`src/rtl/johnson_decoder.sv`:
```
// Decoder and lock tracker for a 4-bit Johnson (twisted-ring) counter stream.
// It flags illegal codes and out-of-sequence codes, and keeps a saturating error count.
module johnson_decoder #(
    parameter int LOCK_CNT   = 3,
    parameter int MISS_LIMIT = 2
) (
    input  logic       clk,
    input  logic       clr,
    input  logic       code_vld,
    input  logic [3:0] code_in,
    output logic       idx_vld,
    output logic [2:0] idx,
    output logic [7:0] onehot,
    output logic       illegal,
    output logic       seq_err,
    output logic       locked,
    output logic [7:0] err_cnt
);

    typedef enum logic [1:0] {HUNT, ACQ, LOCKED} state_t;

    state_t     state_reg, state_next;
    logic [2:0] match_reg, match_next;
    logic [2:0] miss_reg, miss_next;
    logic [2:0] exp_reg, exp_next;

    logic       idx_vld_reg, idx_vld_next;
    logic [2:0] idx_reg, idx_next;
    logic [7:0] onehot_reg, onehot_next;
    logic       illegal_reg, illegal_next;
    logic       seq_err_reg, seq_err_next;
    logic       locked_reg, locked_next;
    logic [7:0] err_cnt_reg, err_cnt_next;

    logic       legal;
    logic [2:0] code_idx;
    logic [7:0] code_onehot;
    logic       in_seq;

    always_comb begin
        legal    = 1'b1;
        code_idx = 3'd0;
        case (code_in)
            4'b0000: code_idx = 3'd0;
            4'b0001: code_idx = 3'd1;
            4'b0011: code_idx = 3'd2;
            4'b0111: code_idx = 3'd3;
            4'b1111: code_idx = 3'd4;
            4'b1110: code_idx = 3'd5;
            4'b1100: code_idx = 3'd6;
            4'b1000: code_idx = 3'd7;
            default: legal = 1'b0;
        endcase
    end

    generate
        for (genvar gi = 0; gi < 8; gi++) begin : g_onehot
            assign code_onehot[gi] = (code_idx == 3'(gi));
        end
    endgenerate

    assign in_seq = (code_idx == exp_reg);

    always_comb begin
        state_next   = state_reg;
        match_next   = match_reg;
        miss_next    = miss_reg;
        exp_next     = exp_reg;
        idx_vld_next = 1'b0;
        idx_next     = idx_reg;
        onehot_next  = onehot_reg;
        illegal_next = 1'b0;
        seq_err_next = 1'b0;
        err_cnt_next = err_cnt_reg;

        if (code_vld) begin
            if (legal) begin
                idx_vld_next = 1'b1;
                idx_next     = code_idx;
                onehot_next  = code_onehot;
                exp_next     = code_idx + 3'd1;
            end else begin
                illegal_next = 1'b1;
            end

            case (state_reg)
                HUNT: begin
                    if (legal) begin
                        state_next = ACQ;
                        match_next = 3'd1;
                    end
                end
                ACQ: begin
                    if (!legal) begin
                        state_next = HUNT;
                        match_next = 3'd0;
                    end else if (in_seq) begin
                        match_next = match_reg + 3'd1;
                        if (match_next == 3'(LOCK_CNT)) begin
                            state_next = LOCKED;
                            miss_next  = 3'd0;
                        end
                    end else begin
                        match_next = 3'd1;
                    end
                end
                LOCKED: begin
                    if (legal && in_seq) begin
                        miss_next = 3'd0;
                    end else begin
                        // An illegal sample still advances the expected index so a
                        // single corrupted code does not desynchronise the check.
                        if (!legal)
                            exp_next = exp_reg + 3'd1;
                        else
                            seq_err_next = 1'b1;
                        miss_next = miss_reg + 3'd1;
                        if (miss_next == 3'(MISS_LIMIT)) begin
                            state_next = HUNT;
                            match_next = 3'd0;
                            miss_next  = 3'd0;
                        end
                    end
                end
                default: begin
                    state_next = HUNT;
                    match_next = 3'd0;
                    miss_next  = 3'd0;
                end
            endcase

            if ((illegal_next || seq_err_next) && err_cnt_reg != 8'hFF)
                err_cnt_next = err_cnt_reg + 8'd1;
        end

        locked_next = (state_next == LOCKED);
    end

    always_ff @(posedge clk or posedge clr) begin
        if (clr) begin
            state_reg   <= HUNT;
            match_reg   <= 3'd0;
            miss_reg    <= 3'd0;
            exp_reg     <= 3'd0;
            idx_vld_reg <= 1'b0;
            idx_reg     <= 3'd0;
            onehot_reg  <= 8'd0;
            illegal_reg <= 1'b0;
            seq_err_reg <= 1'b0;
            locked_reg  <= 1'b0;
            err_cnt_reg <= 8'd0;
        end else begin
            state_reg   <= state_next;
            match_reg   <= match_next;
            miss_reg    <= miss_next;
            exp_reg     <= exp_next;
            idx_vld_reg <= idx_vld_next;
            idx_reg     <= idx_next;
            onehot_reg  <= onehot_next;
            illegal_reg <= illegal_next;
            seq_err_reg <= seq_err_next;
            locked_reg  <= locked_next;
            err_cnt_reg <= err_cnt_next;
        end
    end

    assign idx_vld = idx_vld_reg;
    assign idx     = idx_reg;
    assign onehot  = onehot_reg;
    assign illegal = illegal_reg;
    assign seq_err = seq_err_reg;
    assign locked  = locked_reg;
    assign err_cnt = err_cnt_reg;

endmodule

```
`config.mk`:
```
export PLATFORM = sky130hd
export DESIGN_NAME = johnson_decoder
export DESIGN_NICKNAME = d
export VERILOG_FILES = /design/src/rtl/johnson_decoder.sv
export SDC_FILE = /design/constraint.sdc
export NUM_CORES = 1
export LEC_CHECK = 0
export CAP_MARGIN = 10
export CELL_PAD_IN_SITES_DETAIL_PLACEMENT = 0
export CELL_PAD_IN_SITES_GLOBAL_PLACEMENT = 1
export CORE_MARGIN = 1
export CORE_UTILIZATION = 43
export CTS_BUF_LIST = sky130_fd_sc_hd__clkbuf_8
export DETAILED_ROUTE_END_ITERATION = 8
export PLACE_DENSITY_LB_ADDON = 0.1
export RECOVER_POWER = 50
export SLEW_MARGIN = 20
export SYNTH_ARGS = -nofsm -noshare
export SYNTH_HDL_FRONTEND = slang
export SYNTH_SLANG_ARGS = --single-unit
```
`constraint.sdc`:
```
create_clock -name clk -period 2.7 [get_ports clk]
set_input_delay 0.27 -clock clk [delete_from_list [all_inputs] [get_ports clk]]
set_output_delay 0.27 -clock clk [all_outputs]
set_load 0.1 [all_outputs]
```
# Word-level counts from Yosys, hierarchy flattened
# Cells that the tools add are included.
# word_totals
regBits	34
in_bits	7
output_inout_bits	23
wordCells	90
# op_classes
n_addsub	5
eq_ne	27
muxes	35
bitwise_logic	1
reduce_logical	11
# op_table
op	n
2-to-1 mux 3 bit	14
one-hot mux 3 bit (7 select lines)	1
one-hot mux 3 bit (3 select lines)	2
== test 4 bit (second input constant)	4
2-to-1 mux 2 bit	7
adder 3 x 1 -> 3 bit (second input constant)	4
== test 3 x 2 -> 1 bit (second input constant)	4
== test 3 bit (second input constant)	4
inequality test 2 bit (second input constant)	6
2-to-1 mux 1 bit	10
adder 8 x 1 -> 8 bit (second input constant)	1
inequality test 8 bit (second input constant)	1
OR reduction 8 bit	1
one-hot mux 2 bit (3 select lines)	1
AND reduction 5 bit	1
== test 2 bit (second input constant)	2
== test 4 x 1 -> 1 bit (second input constant)	1
== test 4 x 2 -> 1 bit (second input constant)	1
== test 4 x 3 -> 1 bit (second input constant)	1
zero test 4 bit	1
AND reduction 2 bit	2
AND reduction 4 bit	1
== test 3 x 1 -> 1 bit (second input constant)	1
== test 3 bit	1
6 further kinds	7

# Depth between registers and ports, before layout
# logic_depth
depth_word	10
mapped_depth	10

# Worst setup path before layout
# Ideal clock, no wire load.
# synth_timing
path_type	register -> register
start	reg err_cnt_reg[0], in the netlist err_cnt[0]
end	reg err_cnt_reg[1], in the netlist err_cnt[1]
arrival_ns	2.084
slack_ns	0.491
stages_incl_launch_ff	6
path_buffers	0
cell_sequence	dfrtp_1 -> ha_1 -> nand4_1 -> o311ai_0 -> a31oi_4 -> mux2_2
# synth_between
elab_chain_cells	3
# synth_rtl
element	line	rtl
from (decl)	33	logic [7:0] err_cnt_reg, err_cnt_next;
from (signal assigned)	163	err_cnt_reg <= err_cnt_next;
branches (longest 3 deep; another with adder 8 x 1 -> 8 bit)	n/a	
# Several ways; the timed one is not identified.
# A chain may end at the register's enable or synchronous reset.

# Worst setup path after layout
# layout_timing
start	in code_in[2]
end	reg err_cnt_reg[6], in the netlist err_cnt[6]
# layout_between
elab_chain_cells	10
# layout_rtl
element	line	rtl
from (decl)	10	input logic [3:0] code_in,
== test 4 bit (tied with other cells)	43	case (code_in)
one-hot mux 3 bit (7 select lines) or OR reduction 8 bit (tied branches)	n/a	
== test 3 bit or 2-to-1 mux 1 bit (tied branches)	62, 43	
logical AND 1 bit or 2-to-1 mux 1 bit (tied branches)	108, 113	
2-to-1 mux 1 bit	108	if (legal && in_seq) begin
2-to-1 mux 1 bit	86	case (state_reg)
2-to-1 mux 1 bit	76	if (code_vld) begin
logical OR 1 bit (*)	132	if ((illegal_next || seq_err_next) && err_cnt_reg != 8'hFF)
logical AND 1 bit (*)	132	
AND reduction 2 bit (no source line) (*)	n/a	
# Every way passes the cells marked *; elsewhere a longest branch is shown, timed or not. The select of a mux whose other input is x is not followed.

==> flow_summary.json <==
{
  "synth_cell_types": 49,
  "peakVddDrop_mv": 0.819,
  "fin_total_pwr_mw": 2.68,
  "cts_tree": "done",
  "synth-seq-cells": 34,
  "setup_violations": 0,
  "slew_viol_final": 35,
  "cp_data_arrival_time_ns": 2.55,
  "die-area_um2": 5030,
  "cts.sinks": 34,
  "port_buffers": 29,
  "rsz0062_at_grt": "false",
  "drv_cap": 1,
  "switchingPower_mw": 1.28,
  "vias_per_cell": 5.45,
  "synthesis.area_um2": 2040,
  "ctsLongestPathBuffers": 2,
  "clk_pin_slew_ns": 0.07,
  "tightest_slew_ns": 1.85,
  "r2r_cells": 6,
  "intPower_mw": 1.41,
  "drc": 3,
  "critPathKind": "in -> reg",
  "gp_congestion": 0.773,
  "finalHoldViolCount": 0,
  "insertion_delay_ns": 0.29,
  "grt_pass1_wl_um": 7760,
  "dieWidth_um": 71.0,
  "fin_nets": 273,
  "numCtsBuffers": 5,
  "fin_tns_setup_ns": 0,
  "end_kind": "register",
  "avgSynthCellArea_um2": 9.55,
  "async_flop_share_pct": 100,
  "clkPwrFrac_pct": 21.8,
  "slew_headroom_pct": -23.2,
  "grt_max_degree": 35,
  "required_ns": 2.87,
  "power.density_nw_per_um2": 1070,
  "overflow": 0,
  "diodes": 0,
  "final_cell_mix": "dfrtp_1 (34), nand2_1 (30), buf_4 (25), nor2_1 (15), o21ai_0 (14)",
  "antenna_found_initial": 0,
  "layout_commonest_cell": "dfrtp_1",
  "hold_buffers": 0,
  "fin_crit_ns": 2.38,
  "synth_warnings": 0,
  "cts_resized": 0,
  "rows": 24,
  "start_kind": "primary input",
  "coreArea_um2": 4470,
  "failed_checks": "DRC, capacitance limit, slew limit",
  "power_frac_seq_pct": 30.1,
  "start_util_pct": 45.7,
  "hpwl_um": 3280,
  "dr_total_vias": 1673,
  "post-route-period-util_pct": 88.3,
  "grt.total_usage_pct": 19.7,
  "cts_root_buffer": "clkbuf_8",
  "wire_per_inst_um": 14.4,
  "die_h_um": 71.0,
  "p_comb_share_pct": 48.2,
  "fin_worst_skew_ns": 0.00762,
  "drtAntennaViolNets": 0,
  "p_leak_nw": 1.15,
  "synth_ff_type": "dfrtp_1",
  "ys_seq_area_share_pct": 41.6,
  "fill_cells": 420,
  "status": "finished with violations",
  "drt_pass1_iterations": 8,
  "max_freq_mhz": 420,
  "drt-initial-drc-count": 88,
  "htreeDepth": 2,
  "grt_pass1_vias": 1611,
  "postSynthCellCount": 214,
  "cp_max_fo": 12,
  "boundaryPins": 30,
  "layout-drive-gt1-share_pct": 19.6,
  "area_growth_pct": 22.1,
  "post_cts_buffers": 0,
  "p_sw_share_pct": 47.6,
  "synth_edf_count": 0,
  "hold_class": "reg -> reg",
  "syn_nets": 233,
  "routed_wl_um": 4420,
  "hold_depth": 2
}
==> critical path: stages <==
cell and delay [ns]:
clkdlybuf4s50_1 0.66, and4bb_2 0.28, o31a_1 0.29, o32ai_1 0.37, o21ai_1 0.16, a21oi_1 0.18, mux2_2 0.34
==> path summary, 6_finish.rpt <==
kind / slack [ns] / startpoint / endpoint
min in group asynchronous: 0.93 / clr / idx_vld
min: 0.48 / onehot[5] / onehot[5]
max reg2reg: 0.43 / exp_reg[0] / err_cnt[6]
max in group asynchronous: 0.70 / clr / err_cnt[2]
max: 0.32 / code_in[2] / err_cnt[6]
min reg2reg: 0.48 / onehot[5] / onehot[5]
==> per-stage QoR <==
| step | utilization, % | std cells | area, um2 | hold WS [ns] | setup slack, ns |
|---|---|---|---|---|---|
| after CTS | 56.8 | 307 | 2540 | 0.382 | 0.346 |
| after global routing | 55.8 | 307 | 2500 | 0.509 | 0.176 |
| after detailed placement | 53.6 | 299 | 2400 | 0.460 | 0.0394 |
| final | 55.8 | 307 | 2500 | 0.475 | 0.317 |
| after floorplan | - | 214 | 2040 | 0.412 | 0.491 |
| after global placement | 53.6 | 299 | 2400 | 0.455 | 0.118 |
==> layout make-up <==
cell class / count / area, um2 / area share, %
Timing Repair Buffer: 43 / 293 / 11.7
Sequential cell: 34 / 851 / 34.1
Tap cell: 52 / 65.1 / 2.61
Clock inverter: 2 / 60.1 / 2.41
Inverter: 12 / 45.0 / 1.80
Multi-Input combinational cell: 158 / 1100 / 44.1
Clock buffer: 6 / 82.6 / 3.31
==> power groups by stage <==
stage | Combinational [mW] | Sequential [mW] | Clock (mW)
floorplan | 0.519 | 1.30 | 0
global placement | 1.30 | 0.801 | 0
detailed placement | 1.31 | 0.812 | 0
CTS | 1.32 | 0.804 | 0.597
global route | 1.39 | 0.829 | 0.619
finish | 1.29 | 0.806 | 0.583
==> synthesized netlist by cell type (5+ instances only) <==
cell type,instances,area share [%]
a21oi_1,9,2.2
clkbuf_1,6,1.1
dfrtp_1,34,42
ha_1,12,7.3
inv_1,12,2.2
mux2_2,5,2.8
nand2_1,30,5.5
nand3_1,6,1.5
nor2_1,15,2.8
nor3_1,5,1.2
o21ai_0,14,3.4
xnor2_1,7,3.0
==> layer usage <==
layer / track usage [%] / vias up / routed length (um)
met5: 0 / - / 0
met4: 5.78 / 0 / 36
met3: 5.27 / 6 / 162
met2: 32.8 / 36 / 2130
met1: 25.3 / 798 / 2090
li1: - / 833 / -
==> kinds of logic after synthesis <==
kind of cell / after synthesis / share of synthesized area [%]
flops: 34 / 41.6
simple gates: 81 / 20.8
compound gates: 50 / 18.2
xor+xnor: 10 / 4.65
fa+ha+maj: 12 / 7.34
mux: 5 / 2.75
buf+inv: 22 / 4.59
No activity file was read; power rests on OpenSTA's default activity.
